$ cat src/rtl/wave_analyzer.sv
// Period and peak-amplitude analyzer for a signed 32-bit sample stream.
// Rising zero crossings are found with a hysteresis band; one result is produced per full cycle.
module wave_analyzer #(
    parameter logic [30:0] HYST       = 31'd1000000,
    parameter logic [25:0] MAX_PERIOD = 26'h3FFFFFF
) (
    input  logic        clock,
    input  logic        reset,
    input  logic        enable,
    input  logic        sample_valid,
    input  logic [31:0] sample,
    output logic [25:0] period,
    output logic [31:0] peak,
    output logic        result_valid,
    output logic        timeout,
    output logic        locked
);

    typedef enum logic [1:0] {
        ST_IDLE,
        ST_ARM,
        ST_HIGH,
        ST_LOW
    } state_t;

    state_t      state_q;
    logic [25:0] cnt_q;
    logic [30:0] acc_q;
    logic [25:0] period_q;
    logic [30:0] peak_q;
    logic        result_valid_q;
    logic        timeout_q;
    logic        locked_q;

    logic signed [32:0] sample_ext;
    logic signed [32:0] hyst_pos;
    logic signed [32:0] hyst_neg;
    logic               is_high;
    logic               is_low;
    logic        [32:0] abs_full;
    logic        [30:0] abs_sat;
    logic        [30:0] acc_d;
    logic        [25:0] cnt_d;
    logic               cnt_last;
    logic               rising;

    assign sample_ext = {sample[31], sample};
    assign hyst_pos   = $signed({2'b00, HYST});
    assign hyst_neg   = -hyst_pos;

    // Samples exactly on +/-HYST fall inside the band and keep the current polarity.
    assign is_high = sample_valid && (sample_ext > hyst_pos);
    assign is_low  = sample_valid && (sample_ext < hyst_neg);

    // Only -2^31 produces a magnitude of 2^31; clamp it into the 31-bit accumulator.
    assign abs_full = sample[31] ? (33'd0 - sample_ext) : sample_ext;
    assign abs_sat  = (abs_full[32] | abs_full[31]) ? 31'h7FFF_FFFF : abs_full[30:0];
    assign acc_d    = (abs_sat > acc_q) ? abs_sat : acc_q;
    assign cnt_d    = cnt_q + 26'd1;

    assign cnt_last = (cnt_q == MAX_PERIOD - 26'd1);
    assign rising   = (state_q == ST_LOW) && is_high;

    always_ff @(posedge clock) begin
        if (reset) begin
            state_q        <= ST_IDLE;
            cnt_q          <= '0;
            acc_q          <= '0;
            period_q       <= '0;
            peak_q         <= '0;
            result_valid_q <= 1'b0;
            timeout_q      <= 1'b0;
            locked_q       <= 1'b0;
        end else begin
            result_valid_q <= 1'b0;
            timeout_q      <= 1'b0;
            if (!enable) begin
                state_q  <= ST_IDLE;
                cnt_q    <= '0;
                acc_q    <= '0;
                locked_q <= 1'b0;
            end else begin
                case (state_q)
                    ST_IDLE: begin
                        cnt_q    <= '0;
                        acc_q    <= '0;
                        locked_q <= 1'b0;
                        if (is_low) begin
                            state_q <= ST_ARM;
                        end
                    end
                    ST_ARM: begin
                        if (is_high) begin
                            state_q  <= ST_HIGH;
                            cnt_q    <= '0;
                            acc_q    <= abs_sat;
                            locked_q <= 1'b1;
                        end
                    end
                    ST_HIGH, ST_LOW: begin
                        // A crossing on the last counted cycle still wins over the timeout.
                        if (rising) begin
                            state_q        <= ST_HIGH;
                            period_q       <= cnt_d;
                            peak_q         <= acc_q;
                            result_valid_q <= 1'b1;
                            cnt_q          <= '0;
                            acc_q          <= abs_sat;
                        end else if (cnt_last) begin
                            state_q   <= ST_IDLE;
                            timeout_q <= 1'b1;
                            cnt_q     <= '0;
                            acc_q     <= '0;
                            locked_q  <= 1'b0;
                        end else begin
                            cnt_q <= cnt_d;
                            if (sample_valid) begin
                                acc_q <= acc_d;
                            end
                            if (is_low) begin
                                state_q <= ST_LOW;
                            end
                        end
                    end
                    default: begin
                        state_q <= ST_IDLE;
                    end
                endcase
            end
        end
    end

    assign period       = period_q;
    assign peak         = {1'b0, peak_q};
    assign result_valid = result_valid_q;
    assign timeout      = timeout_q;
    assign locked       = locked_q;

endmodule

$ cat config.mk
export PLATFORM = sky130hd
export DESIGN_NAME = wave_analyzer
export DESIGN_NICKNAME = d
export VERILOG_FILES = /design/src/rtl/wave_analyzer.sv
export SDC_FILE = /design/constraint.sdc
export NUM_CORES = 1
export LEC_CHECK = 0
export BUFFER_PORTS_ARGS = -buffer_cell sky130_fd_sc_hd__buf_4
export CAP_MARGIN = 0
export CORE_MARGIN = 1.5
export CORE_UTILIZATION = 52
export DETAILED_ROUTE_END_ITERATION = 10
export PLACE_DENSITY = 0.83
export SKIP_LAST_GASP = 1
export SYNTH_ARGS = -nofsm -noshare
export SYNTH_HDL_FRONTEND = slang
export SYNTH_SLANG_ARGS = --single-unit
$ cat constraint.sdc
create_clock -name clock -period 4.4 [get_ports clock]
set_input_delay 0.44 -clock clock [delete_from_list [all_inputs] [get_ports clock]]
set_output_delay 0.44 -clock clock [all_outputs]
set_load 0.005 [all_outputs]
### Yosys cells after proc, flatten, opt, wreduce, memory -nomap -nowiden

Cells that the tools add are included.

* memory bits (writable): 0
* output and inout bits: 61
* ROM bits: 0
* bits in latches: 0
* bits in registers: 119
* memories: 0

* magnitude comparators: 3
* bitwise logic cells: 3
* add/subtract/negate cells: 2
* multiply operators: 0
* divide/modulo/power cells: 0
* eq/ne operators: 11
* muxes and demuxes: 24
* shifts and indexed selects: 0
* reduce and logical (&&, ||, !) cells: 12

Operators by type and width (count)
* $mux W31: 6
* $pmux W31 S3: 1
* $mux W26: 3
* $pmux W26 S3: 1
* $mux W33: 1
* $sub A1 B32 Y33 const A: 1
* $gt A32 B21 Y1 const B: 1
* $lt A32 B21 Y1 const B: 1
* $gt A31 B31 Y1: 1
* $add A26 B1 Y26 const B: 1
* $eq A26 B26 Y1 const B: 1
* $ne A4 B4 Y1 const B: 3
* $reduce_and A3 Y1: 4
* $mux W2: 5
* $ne A2 B2 Y1 const B: 4
* $pmux W2 S3: 1
* $mux W1: 5
* $eq A2 B2 Y1 const B: 2
* $reduce_or A2 Y1: 2
* $reduce_or A4 Y1: 1
* $logic_and A1 B1 Y1: 3
* $pmux W1 S3: 1
* $reduce_or A3 Y1: 1
* $eq A2 B1 Y1 const B: 1
* other kinds (3): 4

### Longest topological paths before layout

* depth in word-level cells: 10
* gate-level depth with buffers: 18
* mapped depth without buffers: 16

### Least setup slack after synthesis

Ideal clock, no wire load.

* path type: input -> register
* from: input port sample[6]
* to: register acc_q[21]
* path buffers: 4
* path slack: -0.305 ns
* stages on the path: 17
* arrival time: 4.646 ns
* cells stage by stage: clkbuf_1 > or4_1 > nor3_1 > nand4_1 > or4b_1 > clkbuf_1 > buf_2 > nand2_1 > ha_1 > nand4_1 > or4_1 > o21ai_0 > a21oi_1 > o32ai_4 > nor2b_1 > buf_2 > a22o_1

* cells in the longest elaborated chain, start to end: 9

Ends and longest elaborated chain
* from (decl): line 11 `input logic [31:0] sample,`
* branches (longest 9 deep; another with $sub A1 B32 Y33)
* to (signal assigned): line 96 `acc_q <= abs_sat;`
* to (signal assigned): line 108 `acc_q <= abs_sat;`
* to (decl): line 28 `logic [30:0] acc_q;`

Parallel ways; which one is timed is not known. The select of a mux whose other input is x is not followed.
A chain may end at the register's enable or synchronous reset.

### Worst setup path in the final report

* from: input port sample[5]
* to: register acc_q[29]

The elaborated chain is that of the path after synthesis.

==> metrics.log <==
[metrics] result of the run: complete, no violations
[metrics] critical path type: input port to flip-flop
[metrics] Worst Path Arrival: ~4.4 ns
[metrics] clk slew on worst S/H paths: 0.05 ns
[metrics] share of Yosys cell area claimed by the top area cell type: 35.62%
[metrics] Max Fanout on Critical Path: 16
[metrics] effective utilization at floorplan: between 50% and 60%
[metrics] net count after synthesis: just under 900
[metrics] maximum count of clock buffers along a single path: 2
[metrics] overall power of the completed layout: roughly 2700 uW
[metrics] required time of the critical path: roughly 4.7 ns
[metrics] maximum number of pins on one net before global-route repair: around 60
[metrics] TritonCTS Buffers: 17
[metrics] Synth Cell Area: ~6700 um^2
[metrics] worst setup path startpoint: sample[5]
[metrics] total die area: roughly 14000 um^2
[metrics] max-slew violations: 0
[metrics] IO buf count: 95
[metrics] startpoint class of the critical path: input port
[metrics] Slew Limit Headroom: between 30% and 40%
[metrics] top cells by area, synth: sky130_fd_sc_hd__dfxtp_1 36%, sky130_fd_sc_hd__ha_1 6.4%, sky130_fd_sc_hd__nand2_1 6.2%
[metrics] final layout net count: 996
[metrics] final critical delay including setup and external delays: between 4 and 5 ns
[metrics] combinational share of power: just under 9%
[metrics] Pre-antenna DRT Iters: 7
[metrics] final sum of negative setup slack: 0 ns
[metrics] Period Utilization, post-route: 93.87%
[metrics] fillcell total: about 1000
[metrics] total number of vias: between 6000 and 7000
[metrics] vias in the first global route: just under 6000
[metrics] post-route ant nets: 0
[metrics] cell taking the most area after synthesis: sky130_fd_sc_hd__dfxtp_1
[metrics] reg2reg end: acc_q[29]
[metrics] post-synthesis instance total: 824
[metrics] half-perimeter wire length after placement: 11.38 mm
[metrics] number of cells traversed by the worst register-to-register path: 8
[metrics] H-tree level count: 4
[metrics] share of synthesized area occupied by flip-flops and latches: a little over a third
[metrics] clock tree from TritonCTS: yes
[metrics] prevailing post-synth register cell: sky130_fd_sc_hd__dfxtp_1
[metrics] proportion of total power due to net switching: about a quarter
[metrics] final RePlAce weighted congestion: about 0.91
[metrics] leading cell type by number of instances after synthesis: sky130_fd_sc_hd__dfxtp_1
[metrics] launch point of the worst reg-to-reg path: cnt_q[4]
[metrics] setup slack on the worst flop-to-flop path: 1.57 ns
[metrics] per-cell routed wire length: approximately 15 um
[metrics] Clock Latency Late Sink: around 0.42 ns
[metrics] power per unit of standard cell area: 322.8 nW/um^2
[metrics] TritonCTS sink count: about 120
[metrics] share of the core filled with cells in the final layout: about two thirds
[metrics] Placed Area: roughly 7700 um^2
[metrics] DRC Markers: 0
[metrics] clock power share: between 50% and 60%
[metrics] slew at the pin with the worst max-slew slack: between 0.9 and 1 ns
[metrics] vias per std cell: about 5.6
[metrics] total number of cells along the worst setup path: 17
[metrics] mean instance size in the synthesized netlist: a little over 8 um^2
[metrics] Global Route Usage Sum: between 20 and 30%
[metrics] crit path capture: acc_q[29]
[metrics] Hold Fails Final Rpt: 0
[metrics] fraction of final layout cells sized beyond drive strength 1: between 20% and 30%
[metrics] Post CTS Setup Buffer Count: 0
[metrics] leakage power of the design: 0.003038 uW
[metrics] path class of the lowest-slack min-delay path: input port to flip-flop
[metrics] overall die width: approximately 120 um
[metrics] FP Rows: 41
[metrics] gate family responsible for the most delay along the worst path: simple AND/OR/NAND/NOR gates
[metrics] worst-case vdd ir drop: 0.0002387 V
[metrics] Starting DRT DRC Count: ~420
[metrics] highest clock frequency the design can meet: between 200 and 250 MHz
[metrics] master of the slowest instance on the critical path: sky130_fd_sc_hd__or4_1
[metrics] total number of yosys warnings: 0
[metrics] area of all placed cells without fillers: 8341 um^2
[metrics] total of max-cap violations: 0
[metrics] worst path cell trace: buf_4 > or4_1 > buf_4 > nor3_2 > nand4_1 > o31ai_1 > xor2_1 > nand2_1 > ha_1 > nand4_1 > or4_1 > o21ai_1 > a211oi_1 > or3_1 > buf_4 > a22oi_1 > nor2_1
[metrics] initial antenna violation count: 0
[metrics] worst hold path depth: 3
[metrics] commonest cells in the synthesized netlist: 119 x sky130_fd_sc_hd__dfxtp_1, 110 x sky130_fd_sc_hd__nand2_1, 86 x sky130_fd_sc_hd__nor2_1
[metrics] net switching power figure: 662.6 uW
[metrics] relative contribution of sequential cells to total power: about two fifths
[metrics] area delta synth->final: 24.71%
[metrics] Root Buffer Master: sky130_fd_sc_hd__clkbuf_16
[metrics] proportion of register bits with asynchronous set or reset after synthesis: 0%
[metrics] vertical die dimension: between 100 and 150 um
[metrics] unrepaired setup endpoints after global routing: false
[metrics] FF+latch count, synth: 119
[metrics] Unique masters post-synth: 61
[metrics] Ports: between 90 and 100
[metrics] element type at the critical path end: flip-flop
[metrics] Worst path max stage delay: a little under 0.6 ns
[metrics] area inside the core boundary: ~13000 um^2
[metrics] Final Skew: about 0.0086 ns
[metrics] number of diodes added for antenna fixing: 0
[metrics] buffers and inverters on the worst path: 3
[metrics] global-route wire length before repair: between 20 and 30 mm
[metrics] internal power component: between 2000 and 2500 uW
[metrics] routed wire length: 16.29 mm
[metrics] global-route congestion overflow total: 0
[metrics] number of enable-type register cells in the synthesized netlist: 0
[metrics] most frequent cell on the critical path: sky130_fd_sc_hd__buf_4
[metrics] setup violators final: 0
-- cells by family after synthesis --
| kind of cell | Yosys count | synth area share (%) |
|---|---|---|
| simple gates | 314 | 22.54 |
| compound gates | 216 | 22.75 |
| flops | 119 | 35.62 |
| buf+inv | 90 | 6.043 |
| xor+xnor | 46 | 6.024 |
| fa+ha+maj | 35 | 6.511 |
| mux | 3 | 0.4490 |
| other cells | 1 | 0.05607 |
-- layer usage --
metal  GRT usage [%]  part of all wire (%)
met3           5.605                   5.4
met5               0                     0
met2           43.41                    49
met1           31.00                    44
met4           8.862                   1.6
-- power groups by stage --
stage                     sequential [uW]  clock [uW]  combinational, uW
after floorplan                      1100           0                144
after CTS                            1080        1390                237
after detailed placement             1100           0                234
after global placement               1100           0                228
after global routing                 1080        1440                266
final                                1080        1370                239
-- worst register-to-register path: cells and delay by family (launching register included) --
family / cells / cell delay [ns]
and+or+nand+nor: 4 / 1.45
buffers and inverters: 1 / 0.21
DFF: 1 / 0.46
AOI/OAI and AO/OA: 3 / 0.57
-- through the flow --
| stage | cells | hold slack (ns) | setup slack (ns) |
|---|---|---|---|
| global route | 1111 | 0.3787 | 0.03562 |
| detailed placement | 1079 | 0.4471 | -0.1400 |
| floorplan | 824 | 0.4451 | -0.02160 |
| CTS | 1111 | 0.3508 | 0.1854 |
| finish | 1111 | 0.3696 | 0.2699 |
| global placement | 1079 | 0.4455 | -0.05332 |
-- sequential cells by signal, summed over array words and instances, names as in the netlist --
register	count
acc_q	31
peak_q	31
cnt_q	26
period	26
state_q	2
locked	1
result_valid	1
timeout	1
-- how the worst min path moves through the flow --
stage / slack, ns / end / startpoint
after floorplan: 0.45 / peak_q[15] / acc_q[15]
after global placement: 0.45 / peak_q[3] / peak_q[3]
after detailed placement: 0.45 / peak_q[3] / peak_q[3]
after CTS: 0.35 / acc_q[0] / sample[0]
after global routing: 0.38 / acc_q[0] / sample[0]
final: 0.37 / acc_q[0] / sample[0]
-- placed cells by master, fill, tap and decap left out, types with 4 or more instances in the layout --
cell,instances
sky130_fd_sc_hd__nand2_1,106
sky130_fd_sc_hd__ha_1,32
sky130_fd_sc_hd__or3_1,14
sky130_fd_sc_hd__or4_1,7
sky130_fd_sc_hd__clkinv_2,4
sky130_fd_sc_hd__xor2_1,28
sky130_fd_sc_hd__a22o_1,15
sky130_fd_sc_hd__xnor2_1,18
sky130_fd_sc_hd__nor2b_1,5
sky130_fd_sc_hd__nand4_1,22
sky130_fd_sc_hd__o31ai_1,9
sky130_fd_sc_hd__nor4_1,7
sky130_fd_sc_hd__a22oi_1,16
sky130_fd_sc_hd__and3_1,6
sky130_fd_sc_hd__nand3_1,14
sky130_fd_sc_hd__inv_1,40
sky130_fd_sc_hd__a211oi_2,24
sky130_fd_sc_hd__nand3b_1,11
sky130_fd_sc_hd__o21ai_0,37
sky130_fd_sc_hd__a21oi_1,78
sky130_fd_sc_hd__clkbuf_16,17
sky130_fd_sc_hd__and4_1,4
sky130_fd_sc_hd__nor2_1,86
sky130_fd_sc_hd__nand2b_1,4
sky130_fd_sc_hd__nor3_1,9
sky130_fd_sc_hd__dfxtp_1,119
sky130_fd_sc_hd__a31oi_1,5
sky130_fd_sc_hd__buf_4,130
sky130_fd_sc_hd__a211oi_1,7
-- timing repair --
item | CTS | global route
setup endpoints to repair | 0 | 22
hold buffers | 0 | 0
gates resized for setup | 0 | 1
-- area by class of cell --
class	count	area, um^2	share of cell area [%]
multi-input combinational	615	3970	47.60
sequential	119	2382	28.56
timing repair buffer	133	1036	12.42
clock buffer	18	439.2	5.266
tap	172	215.2	2.580
inverter	40	150.1	1.800
clock inverter	14	147.6	1.770
No activity file was read; power rests on OpenSTA's default activity.
